### config.mk
export PLATFORM = sky130hd
export DESIGN_NAME = dnport_arbiter
export DESIGN_NICKNAME = d
export VERILOG_FILES = /design/src/rtl/dnport_arbiter_pkg.sv /design/src/rtl/dnport_arbiter_rr_picker.sv /design/src/rtl/dnport_arbiter.sv
export SDC_FILE = /design/constraint.sdc
export NUM_CORES = 1
export LEC_CHECK = 0
export CAP_MARGIN = 0
export CORE_ASPECT_RATIO = 1.25
export CORE_MARGIN = 4
export CORE_UTILIZATION = 50
export DETAILED_ROUTE_END_ITERATION = 16
export DONT_BUFFER_PORTS = 1
export PLACE_DENSITY = 0.64
export SLEW_MARGIN = 10
export SYNTH_ARGS = -nofsm -noshare
export SYNTH_HDL_FRONTEND = slang
export SYNTH_SLANG_ARGS = --single-unit
export TNS_END_PERCENT = 100
### constraint.sdc
create_clock -name clk_sys -period 3 [get_ports clk_sys]
set_input_delay 0.15 -clock clk_sys [delete_from_list [all_inputs] [get_ports clk_sys]]
set_output_delay 0.15 -clock clk_sys [all_outputs]
set_load 0.02 [all_outputs]
### src/rtl/dnport_arbiter_pkg.sv
// Shared types and defaults for the download-port arbiter: FSM state encoding,
// requester index assignments and default port geometry.
package dnport_arbiter_pkg;

    typedef enum logic [1:0] {
        IDLE    = 2'd0,
        ISSUE   = 2'd1,
        WAIT_RD = 2'd2,
        ACK     = 2'd3
    } dn_state_e;

    localparam int REQ_IOCTL  = 0;
    localparam int REQ_LOADER = 1;
    localparam int REQ_SS     = 2;

    localparam int DN_ADDR_W = 24;
    localparam int DN_RD_LAT = 2;

endpackage

### src/rtl/dnport_arbiter_rr_picker.sv
// Combinational round-robin picker: first set request found when searching
// upward from the slot after the previous winner, wrapping at NREQ.
module rr_picker #(
    parameter int NREQ  = 3,
    parameter int IDX_W = 2
) (
    input  logic [NREQ-1:0]  req_i,
    input  logic [IDX_W-1:0] last_i,
    output logic             valid_o,
    output logic [IDX_W-1:0] winner_o
);

    logic [IDX_W-1:0] idx_s;

    // Scan from farthest to nearest so the nearest set bit is the last one written
    always_comb begin
        valid_o  = 1'b0;
        winner_o = '0;
        idx_s    = '0;
        for (int k = NREQ; k >= 1; k--) begin
            idx_s    = IDX_W'((int'(last_i) + k) % NREQ);
            valid_o  = valid_o | req_i[idx_s];
            winner_o = req_i[idx_s] ? idx_s : winner_o;
        end
    end

endmodule

### src/rtl/dnport_arbiter.sv
// Arbitrates several requesters onto one download port: round-robin with burst
// lock, one strobe per transaction, fixed-latency read capture, one-cycle grant.
module dnport_arbiter
    import dnport_arbiter_pkg::*;
#(
    parameter int NREQ   = 3,
    parameter int ADDR_W = DN_ADDR_W,
    parameter int RD_LAT = DN_RD_LAT
) (
    input  logic                     clk_sys,
    input  logic                     reset,
    input  logic [NREQ-1:0]          rq_req,
    input  logic [NREQ-1:0]          rq_we,
    input  logic [NREQ-1:0]          rq_lock,
    input  logic [NREQ*ADDR_W-1:0]   rq_addr,
    input  logic [NREQ*8-1:0]        rq_wdata,
    output logic [NREQ-1:0]          rq_gnt,
    output logic [7:0]               rq_rdata,
    output logic                     dn_go,
    output logic                     dn_wr,
    output logic                     dn_rd,
    output logic [ADDR_W-1:0]        dn_addr,
    output logic [7:0]               dn_data,
    input  logic [7:0]               dn_din
);

    localparam int IDX_W = (NREQ > 1) ? $clog2(NREQ) : 1;
    localparam logic [NREQ-1:0] ONE_HOT_LSB = NREQ'(1'b1);

    dn_state_e        state_q;
    logic [IDX_W-1:0] last_q;
    logic [IDX_W-1:0] win_q;
    logic             we_q;
    logic [2:0]       cnt_q;
    logic [NREQ-1:0]  gnt_q;
    logic [7:0]       rdata_q;
    logic             wr_q;
    logic             rd_q;
    logic [ADDR_W-1:0] addr_q;
    logic [7:0]       data_q;

    logic [NREQ-1:0]   elig_s;
    logic              pick_valid_s;
    logic [IDX_W-1:0]  pick_idx_s;
    logic [ADDR_W-1:0] pick_addr_s;
    logic [7:0]        pick_data_s;

    // A held lock narrows eligibility to the previous winner alone
    always_comb begin
        elig_s = rq_req;
        if (rq_lock[last_q]) begin
            elig_s = rq_req & (ONE_HOT_LSB << last_q);
        end else begin
            elig_s = rq_req;
        end
    end

    rr_picker #(
        .NREQ  (NREQ),
        .IDX_W (IDX_W)
    ) u_picker (
        .req_i    (elig_s),
        .last_i   (last_q),
        .valid_o  (pick_valid_s),
        .winner_o (pick_idx_s)
    );

    // Route the winning requester's address and write data
    always_comb begin
        pick_addr_s = '0;
        pick_data_s = 8'h00;
        for (int i = 0; i < NREQ; i++) begin
            pick_addr_s = (pick_idx_s == IDX_W'(i)) ? rq_addr[i*ADDR_W +: ADDR_W] : pick_addr_s;
            pick_data_s = (pick_idx_s == IDX_W'(i)) ? rq_wdata[i*8 +: 8] : pick_data_s;
        end
    end

    // Transaction FSM with registered strobes, grant and read data
    always_ff @(posedge clk_sys) begin
        if (reset) begin
            state_q <= IDLE;
            last_q  <= IDX_W'(NREQ - 1);
            win_q   <= '0;
            we_q    <= 1'b0;
            cnt_q   <= 3'd0;
            gnt_q   <= '0;
            rdata_q <= 8'h00;
            wr_q    <= 1'b0;
            rd_q    <= 1'b0;
            addr_q  <= '0;
            data_q  <= 8'h00;
        end else begin
            gnt_q <= '0;
            wr_q  <= 1'b0;
            rd_q  <= 1'b0;
            case (state_q)
                IDLE: begin
                    if (pick_valid_s) begin
                        win_q   <= pick_idx_s;
                        last_q  <= pick_idx_s;
                        we_q    <= rq_we[pick_idx_s];
                        wr_q    <= rq_we[pick_idx_s];
                        rd_q    <= ~rq_we[pick_idx_s];
                        addr_q  <= pick_addr_s;
                        data_q  <= pick_data_s;
                        state_q <= ISSUE;
                    end else begin
                        state_q <= IDLE;
                    end
                end
                ISSUE: begin
                    cnt_q <= 3'd0;
                    if (we_q) begin
                        gnt_q   <= ONE_HOT_LSB << win_q;
                        state_q <= ACK;
                    end else begin
                        state_q <= WAIT_RD;
                    end
                end
                WAIT_RD: begin
                    // Last wait cycle is the one where dn_din becomes valid
                    if (cnt_q == 3'(RD_LAT - 1)) begin
                        rdata_q <= dn_din;
                        gnt_q   <= ONE_HOT_LSB << win_q;
                        state_q <= ACK;
                    end else begin
                        cnt_q   <= cnt_q + 3'd1;
                        state_q <= WAIT_RD;
                    end
                end
                ACK: begin
                    state_q <= IDLE;
                end
                default: begin
                    state_q <= IDLE;
                end
            endcase
        end
    end

    // Session flag also covers the idle gaps inside a locked burst
    assign dn_go    = !reset && ((state_q != IDLE) || rq_lock[last_q]);
    assign rq_gnt   = gnt_q;
    assign rq_rdata = rdata_q;
    assign dn_wr    = wr_q;
    assign dn_rd    = rd_q;
    assign dn_addr  = addr_q;
    assign dn_data  = data_q;

endmodule
# Yosys cells after proc, flatten, opt, wreduce, memory -nomap -nowiden
# Cells that the tools add are included.
word_totals:
  inputBits: 115
  latchBits: 0
  n_memories: 0
  mem_bits_rw: 0
  romBits: 0
  out_inout_bits: 46
  regBits: 55
classes:
  bitwise: 6
  n_mux: 29
  n_mul: 0
  div_mod_pow: 3
  n_shift: 2
  order_cmp: 5
  reduce_logical: 11
  n_eq_ne: 7
  addsub: 4
op_table:
  columns: ["cell", "count"]
  rows:
  - ["32-bit by 3-bit remainder unit with 32-bit output (second input constant)", 3]
  - ["24-bit two-way mux", 3]
  - ["8-bit two-way mux", 3]
  - ["2-bit by 3-bit less-than comparator with 1-bit output (second input constant)", 5]
  - ["3-bit two-way mux", 4]
  - ["3-bit case mux with 2 select lines", 2]
  - ["1-bit binary-select mux with 2-bit select", 5]
  - ["1-bit two-way mux", 8]
  - ["2-bit case mux with 4 select lines", 1]
  - ["2-bit by 2-bit adder with 3-bit output (second input constant)", 2]
  - ["2-bit equality test (second input constant)", 3]
  - ["2-bit two-way mux", 3]
  - ["2-bit AND reduction", 3]
  - ["1-bit by 2-bit left shift with 3-bit output (first input constant)", 2]
  - ["2-bit by 1-bit equality test with 1-bit output (second input constant)", 2]
  - ["2-bit logical NOT", 2]
  - ["2-bit nonzero test", 2]
  - ["2-bit by 1-bit adder with 3-bit output (second input constant)", 1]
  - ["3-bit by 1-bit adder with 3-bit output (second input constant)", 1]
  - ["3-bit AND", 1]
  - ["3-bit by 1-bit equality test with 1-bit output (second input constant)", 1]
  - ["1-bit NOT", 3]
  - ["3-bit OR reduction", 1]
  - ["2-bit != test (second input constant)", 1]
  - ["other kinds (4)", 5]

# Depth between registers and ports, before layout
# Gate-level depths: netlist of run 1.
depth:
  word_depth: 12
  mapped_depth: 12

# Cells and area by module
# From an unflattened synthesis of run 1, not the netlist that was laid out.
hier_totals:
  hier_cells: 321
  hier_area_um2: 2959.1
by_module_without_submodules:
  columns: ["module", "cells_per_inst", "seq_area_each_um2", "area_each_um2", "n_inst"]
  rows:
  - ["dnport_arbiter", 294, 1081.0, 2767.7, 1]
  - ["rr_picker", 27, 0.0, 191.4, 1]

# Least setup slack after synthesis of run 1
# Ideal clock, no wire load.
synth_timing:
  path_type: "register -> register"
  from: "register last_q[0]"
  to: "register addr_q[10] (netlist: dn_addr[10])"
  arrival_ps: 2455
  period_less_slack_ps: 2547
  stages_incl_launch_ff: 12
  slack_ps: 453
  cell_sequence: "dfxtp_1 buf_2 inv_1 ha_1 inv_1 a21oi_1 o31a_1 o31ai_1 nand2_2 buf_4 mux2i_1 o32ai_1"
synth_via:
  elab_chain_cells: 12
  elab_cells_between_ends: 29
synth_rtl:
  columns: ["item", "line", "text"]
  rows:
  - ["from (decl)", "dnport_arbiter.sv:31", "logic [IDX_W-1:0] last_q;"]
  - ["from (signal assigned)", "dnport_arbiter.sv:82", "last_q <= IDX_W'(NREQ - 1);"]
  - ["from (signal assigned)", "dnport_arbiter.sv:100", "last_q <= pick_idx_s;"]
  - ["branches (longest 12 deep; another with 32-bit by 3-bit remainder unit with 32-bit output)", null, null]
  - ["to (signal assigned)", "dnport_arbiter.sv:104", "addr_q <= pick_addr_s;"]
  - ["to (decl)", "dnport_arbiter.sv:39", "logic [ADDR_W-1:0] addr_q;"]
# Parallel ways; which one is timed is not known. The select of a mux whose other input is x is not followed.
# A chain may end at the register's enable or synchronous reset.

# Worst setup path after layout of run 1
layout_timing:
  from: "register last_q[0]"
  to: "register addr_q[17] (netlist: dn_addr[17])"
# The elaborated chain is that of the path after synthesis.

==> load_flow_metrics.sql, run 1 <==
INSERT INTO impl_metrics (metric_group, metric, value, unit) VALUES
('run_status', 'status', 'finished clean', ''),
('placed_design', 'place.port_buffers', '0', ''),
('pwr', 'pwr-share-comb', '51.9', '%'),
('pwr', 'p_int', '0.00209', 'W'),
('critical_path', 'timing.critical_path.max_delay_family', 'compound AO/OA/AOI/OAI gates', ''),
('die', 'design.core.area', '5820', 'sq um'),
('critical_path', 'critical_path.startpoint_type', 'flop', ''),
('sta', 'layout_min_cycle_time', '2800', 'ps'),
('global_route', 'overflow', '0', ''),
('routing', 'drt_iter0_markers', '103', ''),
('yosys', 'synth_xor_area_share', '0', '%'),
('min_path', 'hold_path_origin', 'rq_wdata[9]', ''),
('routing', 'route.vias.total', '2445', ''),
('cts', 'clock_sinks', '54', ''),
('routing', 'drc_errors', '0', ''),
('placed_design', 'post-place-ws', '265', 'ps'),
('critical_path', 'r2r_cells', '9', ''),
('min_path', 'hold_depth', '2', ''),
('die', 'fp.dieArea', '7370', 'sq um'),
('yosys', 'muxShareOfSynthArea', '15.5', '%'),
('min_path', 'worstHoldPathType', 'in2reg', ''),
('cts', 'clk_transition_reported_paths', '110', 'ps'),
('pwr', 'power-per-cell-area', '1220', 'nW/um^2'),
('global_route', 'grt_use_total', '19.6', '%'),
('yosys', 'syn_nets', '464', ''),
('cts', 'ctsHtreeMaxLevel', '2', ''),
('critical_path', 'critical_path.max_stage_delay', '500', 'ps'),
('critical_path', 'path_buf_inv', '1', ''),
('critical_path', 'cp_data_required_time', '3210', 'ps'),
('pwr', 'power.share.clock', '10.9', '%'),
('yosys', 'sequential_to_total_area_share_from_yosys_stat', '35.7', '%'),
('yosys', 'synth-async-reset-ratio', '0', '%'),
('cts', 'cts_resized', '0', ''),
('critical_path', 'worst-path-max-fanout', '21', ''),
('sta', 'achievable-frequency', '0.357', 'GHz'),
('global_route', 'first_global_vias', '2396', ''),
('yosys', 'synthFlopType', 'sky130_fd_sc_hd__dfxtp_1', ''),
('cts', 'postCtsSetupBuffers', '0', ''),
('yosys', 'synth-adder-area-share', '3.31', '%'),
('yosys', 'yosys.cell_types.count', '49', ''),
('sta', 'tns', '0', 'ps'),
('sta', 'timing_worst_slew_pin_value', '701', 'ps'),
('die', 'num_io_pins', '161', ''),
('finish', 'nets', '467', ''),
('placed_design', 'place_congestion', '0.816', ''),
('yosys', 'postSynthAreaPerCell', '8.87', 'sq um'),
('critical_path', 'worstPathArrival', '3010', 'ps'),
('yosys', 'post_synth_and_or_nand_nor_area_fraction', '18.1', '%'),
('sta', 'finClkSkew', '9.63', 'ps'),
('yosys', 'synth_area_in_compound_gates', '18.8', '%'),
('routing', 'drt_pre_antenna_iters', '4', ''),
('pwr', 'switchingPower', '0.00188', 'W'),
('yosys', 'mappedNetlistArea', '3030', 'sq um'),
('critical_path', 'critical_path.endpoint_type', 'flop', ''),
('yosys', 'postSynthRegisterBits', '54', ''),
('cts', 'worstSkewPairLatency', '310', 'ps'),
('critical_path', 'cp.depth', '9', ''),
('die', 'die-width', '77.6', 'microns'),
('placed_design', 'dpl.hpwl', '5.54', 'mm'),
('sta', 'setup_slack', '196', 'ps'),
('finish', 'n_antenna_cell', '0', ''),
('routing', 'antenna_left', '0', ''),
('critical_path', 'critical_path_class', 'reg2reg', ''),
('yosys', 'main_combinational_cell_family_by_area_after_synthesis', 'compound AO/OA/AOI/OAI gates', ''),
('die', 'initial_core_util', '52.0', '%'),
('sta', 'report.final.slew_viol_count', '0', ''),
('pwr', 'static_leakage', '1.38', 'nW'),
('critical_path', 'slowest_cell_on_the_critical_path', 'sky130_fd_sc_hd__dfxtp_1', ''),
('routing', 'post_drt_wl_per_cell', '17.7', 'microns'),
('sta', 'report.final.hold_viol_count', '0', ''),
('critical_path', 'critical_path.cell_chain', 'ha_1 > and4bb_1 > a211oi_1 > nor2_1 > o31ai_1 > nand2_2 > buf_4 > mux2i_1 > o32ai_1', '');
[flip-flops by register name (all words and copies together), names as in the netlist]
| name | cells |
|---|---|
| dn_wr | 1 |
| cnt_q | 3 |
| state_q | 2 |
| last_q | 2 |
| dn_data | 8 |
| win_q | 1 |
| dn_addr | 24 |
| dn_rd | 1 |
| rq_rdata | 8 |
| rq_gnt | 3 |
| we_q | 1 |
[final cells by class]
| type | count | area (sq um) |
|---|---|---|
| inverters | 34 | 128 |
| well taps | 66 | 82.6 |
| repair buffers | 20 | 185 |
| clock inverters | 3 | 28.8 |
| fillers | 532 | 2560 |
| flip-flops and latches | 54 | 1080 |
| clock buffers | 5 | 68.8 |
| multi-input cells | 229 | 1690 |
[layout by cell type, fill, tap and decap left out, types with 9 or more instances in the layout]
cell type,instances
sky130_fd_sc_hd__a21oi_1,18
sky130_fd_sc_hd__buf_4,10
sky130_fd_sc_hd__dfxtp_1,54
sky130_fd_sc_hd__dlygate4sd3_1,9
sky130_fd_sc_hd__inv_1,34
sky130_fd_sc_hd__mux2_1,9
sky130_fd_sc_hd__mux2i_1,34
sky130_fd_sc_hd__nand2_1,13
sky130_fd_sc_hd__nand2b_1,26
sky130_fd_sc_hd__nand3_1,10
sky130_fd_sc_hd__nor2_1,33
sky130_fd_sc_hd__o2bb2ai_1,9
sky130_fd_sc_hd__o32ai_1,22
[worst reg2reg max path, stage by stage, from the launching register on]
cell	delay, ps
sky130_fd_sc_hd__dfxtp_1	500
sky130_fd_sc_hd__ha_1	390
sky130_fd_sc_hd__and4bb_1	300
sky130_fd_sc_hd__a211oi_1	260
sky130_fd_sc_hd__nor2_1	100
sky130_fd_sc_hd__o31ai_1	370
sky130_fd_sc_hd__nand2_2	90
sky130_fd_sc_hd__buf_4	260
sky130_fd_sc_hd__mux2i_1	170
sky130_fd_sc_hd__o32ai_1	290
[cell usage after synthesis, types with 3 or more instances]
| master | instances | area share [%] |
|---|---|---|
| sky130_fd_sc_hd__buf_6 | 3 | 1.1 |
| sky130_fd_sc_hd__nor2b_1 | 4 | 0.83 |
| sky130_fd_sc_hd__o32ai_1 | 22 | 6.4 |
| sky130_fd_sc_hd__o2bb2ai_1 | 9 | 2.6 |
| sky130_fd_sc_hd__nand2b_1 | 26 | 5.4 |
| sky130_fd_sc_hd__mux2_1 | 9 | 3.3 |
| sky130_fd_sc_hd__inv_1 | 34 | 4.2 |
| sky130_fd_sc_hd__o21ai_0 | 3 | 0.50 |
| sky130_fd_sc_hd__nor3_1 | 4 | 0.66 |
| sky130_fd_sc_hd__nor2_1 | 33 | 4.1 |
| sky130_fd_sc_hd__buf_4 | 3 | 0.74 |
| sky130_fd_sc_hd__ha_1 | 8 | 3.3 |
| sky130_fd_sc_hd__clkbuf_1 | 12 | 1.5 |
| sky130_fd_sc_hd__dfxtp_1 | 54 | 36 |
| sky130_fd_sc_hd__nand2_1 | 13 | 1.6 |
| sky130_fd_sc_hd__mux2i_1 | 34 | 11 |
| sky130_fd_sc_hd__nand3_1 | 10 | 1.7 |
| sky130_fd_sc_hd__a21oi_1 | 18 | 3.0 |
| sky130_fd_sc_hd__buf_2 | 6 | 0.99 |
[final timing paths]
| check | end | slack (ps) |
|---|---|---|
| max | dn_addr[17] | 200 |
| min | dn_data[1] | 10 |
| max reg2reg | dn_addr[17] | 200 |
| min reg2reg | we_q | 480 |
[timing repair]
| action | CTS | global route |
|---|---|---|
| endpoints found under the setup margin | 0 | 0 |
| hold endpoints to repair | 18 | 0 |
| hold buffers | 9 | 0 |
[through the flow]
stage	hold slack, ps	std cells	instance area (sq um)	utilization (%)	power [W]
after global routing	14.2	411	3260	56.0	0.00431
after floorplan	233	341	3030	-	0.00318
after CTS	3.55	411	3260	56.0	0.00402
after global placement	223	394	3070	52.8	0.00354
final	13.8	411	3260	56.0	0.00397
after detailed placement	225	394	3070	52.8	0.00356
[per-layer routing]
| metal | vias to the layer above | wire length (microns) | GRT usage (%) |
|---|---|---|---|
| met1 | 1129 | 2890 | 23.1 |
| met5 | - | 0 | 0 |
| met3 | 9 | 541 | 5.82 |
| li1 | 1208 | - | - |
| met4 | 0 | 102 | 5.34 |
| met2 | 99 | 3730 | 34.4 |
[power groups by stage]
stage	sequential (W)	clock, W	combinational, W
2_1_floorplan	0.00142	0	0.00175
3_3_place_gp	0.00150	0	0.00204
3_5_place_dp	0.00150	0	0.00207
4_1_cts	0.00148	0.000451	0.00209
5_1_grt	0.00151	0.000479	0.00232
6_report	0.00148	0.000434	0.00206
[kinds of logic after synthesis]
kind of cell    count (synthesis)
simple gates                  104
fa+ha+maj                       8
flops                          54
buf+inv                        58
mux                            45
compound gates                 72
Power figures use the tool's default switching activity.
==> run 2: changes to the inputs <==
--- a/config.mk
+++ b/config.mk
@@ -12,6 +12,7 @@
 export DETAILED_ROUTE_END_ITERATION = 16
 export DONT_BUFFER_PORTS = 1
 export PLACE_DENSITY = 0.64
+export RECOVER_POWER = 50
 export SLEW_MARGIN = 10
 export SYNTH_ARGS = -nofsm -noshare
 export SYNTH_HDL_FRONTEND = slang
==> load_flow_metrics.sql, run 2 (synthesis gave the netlist of run 1 again) <==
INSERT INTO impl_metrics (metric_group, metric, value, unit) VALUES
('run_status', 'status', 'finished clean', ''),
('pwr', 'static_leakage', '1.38', 'nW'),
('placed_design', 'place_congestion', '0.816', ''),
('die', 'fp.dieArea', '7370', 'sq um'),
('routing', 'post_drt_via_cell_ratio', '5.95', ''),
('routing', 'wl', '7.27', 'mm'),
('routing', 'drc_errors', '0', ''),
('cts', 'post_cts_hold_buffer_count', '9', ''),
('critical_path', 'critical_path.startpoint_type', 'flop', ''),
('job', 'max_cap_violations', '0', ''),
('routing', 'drt_iter0_markers', '103', ''),
('global_route', 'grt_antenna_before_repair', '0', ''),
('pwr', 'power-per-cell-area', '1220', 'nW/um^2'),
('finish', 'nets', '467', ''),
('critical_path', 'worstPathArrival', '3010', 'ps'),
('die', 'die-width', '77.6', 'microns'),
('placed_design', 'dpl.hpwl', '5.54', 'mm'),
('finish', 'layout.cells.most_common_list', 'sky130_fd_sc_hd__dfxtp_1 (54), sky130_fd_sc_hd__inv_1 (34), sky130_fd_sc_hd__mux2i_1 (34)', ''),
('cts', 'worstSkewPairLatency', '310', 'ps'),
('cts', 'cts-root-to-sink-buffers', '2', ''),
('sta', 'tns', '0', 'ps'),
('die', 'num_io_pins', '161', ''),
('routing', 'antenna_left', '0', ''),
('sta', 'setup_viol', '0', ''),
('critical_path', 'critical_path_class', 'reg2reg', ''),
('sta', 'timing.slew.headroom', '53.1', '%'),
('die', 'initial_core_util', '52.0', '%'),
('sta', 'report.final.slew_viol_count', '0', ''),
('sta', 'min_period_over_period', '93.5', '%'),
('cts', 'numCtsBuffers', '5', ''),
('sta', 'achievable-frequency', '0.357', 'GHz'),
('finish', 'postLayoutCoreUtil', '56.0', '%'),
('critical_path', 'cp_data_required_time', '3210', 'ps'),
('global_route', 'grt_first_pass_wirelength', '11.6', 'mm'),
('cts', 'clk_transition_reported_paths', '110', 'ps'),
('cts', 'cts_resized', '0', ''),
('min_path', 'worstHoldPathType', 'in2reg', ''),
('sta', 'finClkSkew', '9.63', 'ps'),
('finish', 'layoutNonFillerInstCount', '411', ''),
('global_route', 'first_global_vias', '2396', ''),
('cts', 'clock_sinks', '54', ''),
('global_route', 'grt_start_max_net_pins', '43', ''),
('sta', 'unrepaired_setup_endpoints_after_global_routing', 'no', ''),
('finish', 'syn2layout_area_growth', '7.78', '%'),
('routing', 'route.vias.total', '2445', ''),
('finish', 'mostFrequentLayoutCell', 'sky130_fd_sc_hd__dfxtp_1', ''),
('placed_design', 'place.port_buffers', '0', ''),
('placed_design', 'place_inst', '394', ''),
('die', 'fp-row-count', '31', ''),
('critical_path', 'worst-path-max-fanout', '21', ''),
('global_route', 'grt_use_total', '19.6', '%'),
('cts', 'cts_tree', 'done', ''),
('die', 'design.core.area', '5820', 'sq um'),
('routing', 'drt_pre_antenna_iters', '4', ''),
('die', 'die_height', '95.0', 'microns'),
('finish', 'largest_register_ffs', '24', ''),
('sta', 'report.final.hold_viol_count', '0', ''),
('sta', 'fin_worst_hold_slack', '13.8', 'ps'),
('global_route', 'overflow', '0', ''),
('cts', 'clock-root-buffer', 'sky130_fd_sc_hd__clkbuf_8', ''),
('critical_path', 'critical_path.endpoint_type', 'flop', ''),
('routing', 'post_drt_wl_per_cell', '17.7', 'microns'),
('sta', 'timing_worst_slew_pin_value', '701', 'ps'),
('finish', 'n_antenna_cell', '0', ''),
('cts', 'ctsHtreeMaxLevel', '2', ''),
('sta', 'layout_min_cycle_time', '2800', 'ps'),
('pwr', 'power.ir.vdd_worst', '640', 'uV'),
('finish', 'layout_cells_sized_above_1', '8.41', '%'),
('cts', 'postCtsSetupBuffers', '0', '');
-- run 2: worst max-delay path, stage by stage (launching register included) --
cell	delay [ps]
sky130_fd_sc_hd__dfxtp_1	500
sky130_fd_sc_hd__ha_1	380
sky130_fd_sc_hd__and4bb_1	300
sky130_fd_sc_hd__a211oi_1	250
sky130_fd_sc_hd__nor2_1	100
sky130_fd_sc_hd__o31ai_1	370
sky130_fd_sc_hd__nand2_2	90
sky130_fd_sc_hd__buf_4	260
sky130_fd_sc_hd__mux2i_1	150
sky130_fd_sc_hd__o32ai_1	290
-- run 2: area by class of cell --
cell class / instances / area (sq um)
fill: 532 / 2560
multi-input combinational: 229 / 1690
sequential: 54 / 1080
timing repair buffer: 20 / 185
inverter: 34 / 128
tap: 66 / 82.6
clock buffer: 5 / 68.8
clock inverter: 3 / 28.8
-- run 2: per-stage QoR --
step / setup slack, ps / total power, W / area [sq um]
global route: 6.70 / 0.00431 / 3260
CTS: 261 / 0.00402 / 3260
floorplan: 453 / 0.00318 / 3030
detailed placement: 265 / 0.00356 / 3070
finish: 196 / 0.00397 / 3260
global placement: 340 / 0.00354 / 3070
-- run 2: power breakdown --
part / total (W) / internal (W) / switching [W]
clock: 0.000434 / 0.000174 / 0.000261
sequential: 0.00148 / 0.000996 / 0.000481
combinational: 0.00206 / 0.000925 / 0.00114
total: 0.00397 / 0.00209 / 0.00188
-- run 2: layer usage --
metal | share of wire [%] | GRT usage, % | vias to the layer above
li1 | - | - | 1208
met1 | 40 | 23.1 | 1129
met2 | 51 | 34.4 | 99
met3 | 7.4 | 5.82 | 9
met4 | 1.4 | 5.34 | 0
met5 | 0 | 0 | -
-- run 2: final timing paths --
path,endpoint,depth (start not counted),slack [ps],start
max,dn_addr[17],9,200,last_q[0]
min reg2reg,we_q,2,480,we_q
min,dn_data[1],2,10,rq_wdata[9]
max reg2reg,dn_addr[17],9,200,last_q[0]
==> run 3: changes to the inputs <==
--- a/config.mk
+++ b/config.mk
@@ -9,6 +9,7 @@
 export CORE_ASPECT_RATIO = 1.25
 export CORE_MARGIN = 4
 export CORE_UTILIZATION = 50
+export CTS_BUF_LIST = sky130_fd_sc_hd__clkbuf_16
 export DETAILED_ROUTE_END_ITERATION = 16
 export DONT_BUFFER_PORTS = 1
 export PLACE_DENSITY = 0.64
==> load_flow_metrics.sql, run 3 (synthesis gave the netlist of run 1 again) <==
INSERT INTO impl_metrics (metric_group, metric, value, unit) VALUES
('finish', 'syn2layout_area_growth', '9.31', '%'),
('critical_path', 'worst-path-max-fanout', '21', ''),
('pwr', 'p_total', '0.00413', 'W'),
('cts', 'clock_sinks', '54', ''),
('finish', 'layout.cells.most_common_list', 'sky130_fd_sc_hd__dfxtp_1 (54), sky130_fd_sc_hd__inv_1 (34), sky130_fd_sc_hd__mux2i_1 (34)', ''),
('sta', 'report.final.slew_viol_count', '0', ''),
('global_route', 'grt_antenna_before_repair', '0', ''),
('sta', 'achievable-frequency', '0.359', 'GHz'),
('sta', 'unrepaired_setup_endpoints_after_global_routing', 'no', ''),
('die', 'fp.dieArea', '7370', 'sq um'),
('routing', 'wl', '7.31', 'mm'),
('cts', 'numCtsBuffers', '5', ''),
('min_path', 'worstHoldPathType', 'in2reg', ''),
('pwr', 'power.ir.vdd_worst', '603', 'uV'),
('critical_path', 'slowest_cell_on_the_critical_path', 'sky130_fd_sc_hd__dfxtp_1', ''),
('critical_path', 'worstPathArrival', '2980', 'ps'),
('die', 'num_io_pins', '161', ''),
('sta', 'timing_worst_slew_pin_value', '721', 'ps'),
('routing', 'post_drt_wl_per_cell', '17.8', 'microns'),
('global_route', 'first_global_vias', '2402', ''),
('routing', 'drt_iter0_markers', '87', ''),
('cts', 'clock-root-buffer', 'sky130_fd_sc_hd__clkbuf_16', ''),
('finish', 'mostFrequentLayoutCell', 'sky130_fd_sc_hd__dfxtp_1', ''),
('run_status', 'status', 'finished clean', ''),
('pwr', 'static_leakage', '1.40', 'nW'),
('critical_path', 'timing.critical_path.max_delay_family', 'compound AO/OA/AOI/OAI gates', ''),
('critical_path', 'cp_data_required_time', '3200', 'ps'),
('sta', 'report.final.hold_viol_count', '0', ''),
('cts', 'ctsHtreeMaxLevel', '2', ''),
('pwr', 'power.share.switching', '45.8', '%'),
('job', 'max_cap_violations', '0', ''),
('die', 'initial_core_util', '52.0', '%'),
('sta', 'tns', '0', 'ps'),
('die', 'die-width', '77.6', 'microns'),
('sta', 'timing.slew.headroom', '51.7', '%'),
('die', 'design.core.area', '5820', 'sq um'),
('pwr', 'power.share.clock', '14.4', '%'),
('critical_path', 'critical_path_class', 'reg2reg', ''),
('global_route', 'grt_first_pass_wirelength', '11.7', 'mm'),
('critical_path', 'critical_path.startpoint_type', 'flop', ''),
('routing', 'post_drt_via_cell_ratio', '5.87', ''),
('global_route', 'grt_start_max_net_pins', '43', ''),
('critical_path', 'path_buf_inv', '1', ''),
('cts', 'clk_transition_reported_paths', '70', 'ps'),
('finish', 'layout.area.seq', '1080', 'sq um'),
('finish', 'nets', '466', ''),
('die', 'fp-row-count', '31', ''),
('sta', 'min_period_over_period', '92.8', '%'),
('critical_path', 'critical_path.max_stage_delay', '490', 'ps'),
('pwr', 'register_share_of_total_power', '35.7', '%'),
('pwr', 'p_int', '0.00224', 'W'),
('routing', 'drt_pre_antenna_iters', '4', ''),
('cts', 'cts-root-to-sink-buffers', '2', ''),
('finish', 'layout_cells_sized_above_1', '8.43', '%'),
('placed_design', 'place.port_buffers', '0', ''),
('critical_path', 'critical_path.cell_chain', 'ha_1 > and4bb_1 > a211oi_1 > nor2_1 > o31ai_1 > nand2_2 > buf_4 > mux2i_1 > o32ai_1', ''),
('sta', 'setup_viol', '0', ''),
('global_route', 'grt_use_total', '19.5', '%'),
('routing', 'drc_errors', '0', ''),
('pwr', 'power-per-cell-area', '1250', 'nW/um^2'),
('sta', 'layout_min_cycle_time', '2780', 'ps'),
('placed_design', 'place_congestion', '0.816', ''),
('sta', 'finClkSkew', '6.16', 'ps'),
('finish', 'num-fill-cells', '527', ''),
('pwr', 'pwr-share-comb', '49.9', '%'),
('placed_design', 'dpl.hpwl', '5.54', 'mm'),
('finish', 'n_antenna_cell', '0', ''),
('pwr', 'switchingPower', '0.00189', 'W'),
('global_route', 'overflow', '0', ''),
('routing', 'antenna_left', '0', ''),
('die', 'die_height', '95.0', 'microns'),
('cts', 'worstSkewPairLatency', '290', 'ps'),
('cts', 'cts_resized', '0', ''),
('finish', 'largest_register_ffs', '24', ''),
('finish', 'multiInputGateArea', '1690', 'sq um'),
('cts', 'cts_tree', 'done', ''),
('critical_path', 'critical_path.endpoint_type', 'flop', ''),
('routing', 'route.vias.total', '2407', '');
==> run 3: worst paths after layout <==
check	start	endpoint	slack (ps)	cells past startpoint
min	dn_din[0]	rq_rdata[0]	7	2
max reg2reg	last_q[0]	dn_addr[17]	220	9
min reg2reg	cnt_q[2]	cnt_q[2]	470	2
max	last_q[0]	dn_addr[17]	220	9
==> run 3: timing repair <==
item,4_1_cts,5_1_grt
setup endpoints to repair,0,0
hold buffers,8,0
setup buffers,0,0
endpoints found under the hold margin,18,0
==> run 3: power by group through the flow <==
stage / Combinational, W / Sequential, W / Clock [W]
6_report: 0.00206 / 0.00148 / 0.000597
5_1_grt: 0.00231 / 0.00151 / 0.000643
4_1_cts: 0.00208 / 0.00148 / 0.000613
3_5_place_dp: 0.00207 / 0.00150 / 0
3_3_place_gp: 0.00204 / 0.00150 / 0
2_1_floorplan: 0.00175 / 0.00142 / 0
==> run 3: worst reg2reg max path: cells and delay by family (launching register included) <==
family                     cells  cell delay [ps]
muxes                          1              170
and+or+nand+nor                3              490
adders and majority gates      1              380
buffers and inverters          1              260
DFF                            1              490
AOI/OAI and AO/OA              3              900
==> run 3: through the flow <==
| stage | cells | utilization (%) | worst slack [ps] | hold WS, ps | cell area, sq um |
|---|---|---|---|---|---|
| 5_1_grt | 410 | 56.8 | 9.68 | 22.7 | 3310 |
| 6_report | 410 | 56.8 | 217 | 6.53 | 3310 |
| 4_1_cts | 410 | 56.8 | 269 | 0.986 | 3310 |
| 3_3_place_gp | 394 | 52.8 | 340 | 223 | 3070 |
| 2_1_floorplan | 341 | - | 453 | 233 | 3030 |
| 3_5_place_dp | 394 | 52.8 | 265 | 225 | 3070 |
==> run 3: cell type report <==
| cell class | count | area share, % |
|---|---|---|
| clock inverter | 3 | 0.870 |
| sequential | 54 | 32.7 |
| clock buffer | 5 | 3.78 |
| inverter | 34 | 3.86 |
| multi-input combinational | 229 | 51.0 |
| timing repair buffer | 19 | 5.30 |
| tap | 66 | 2.50 |
==> run 3: per-layer routing <==
metal / track usage, % / wire length (microns) / vias to the layer above
li1: - / - / 1203
met1: 23.1 / 2940 / 1106
met2: 34.9 / 3780 / 94
met3: 5.82 / 535 / 4
met4: 4.45 / 47 / 0
met5: 0 / 0 / -
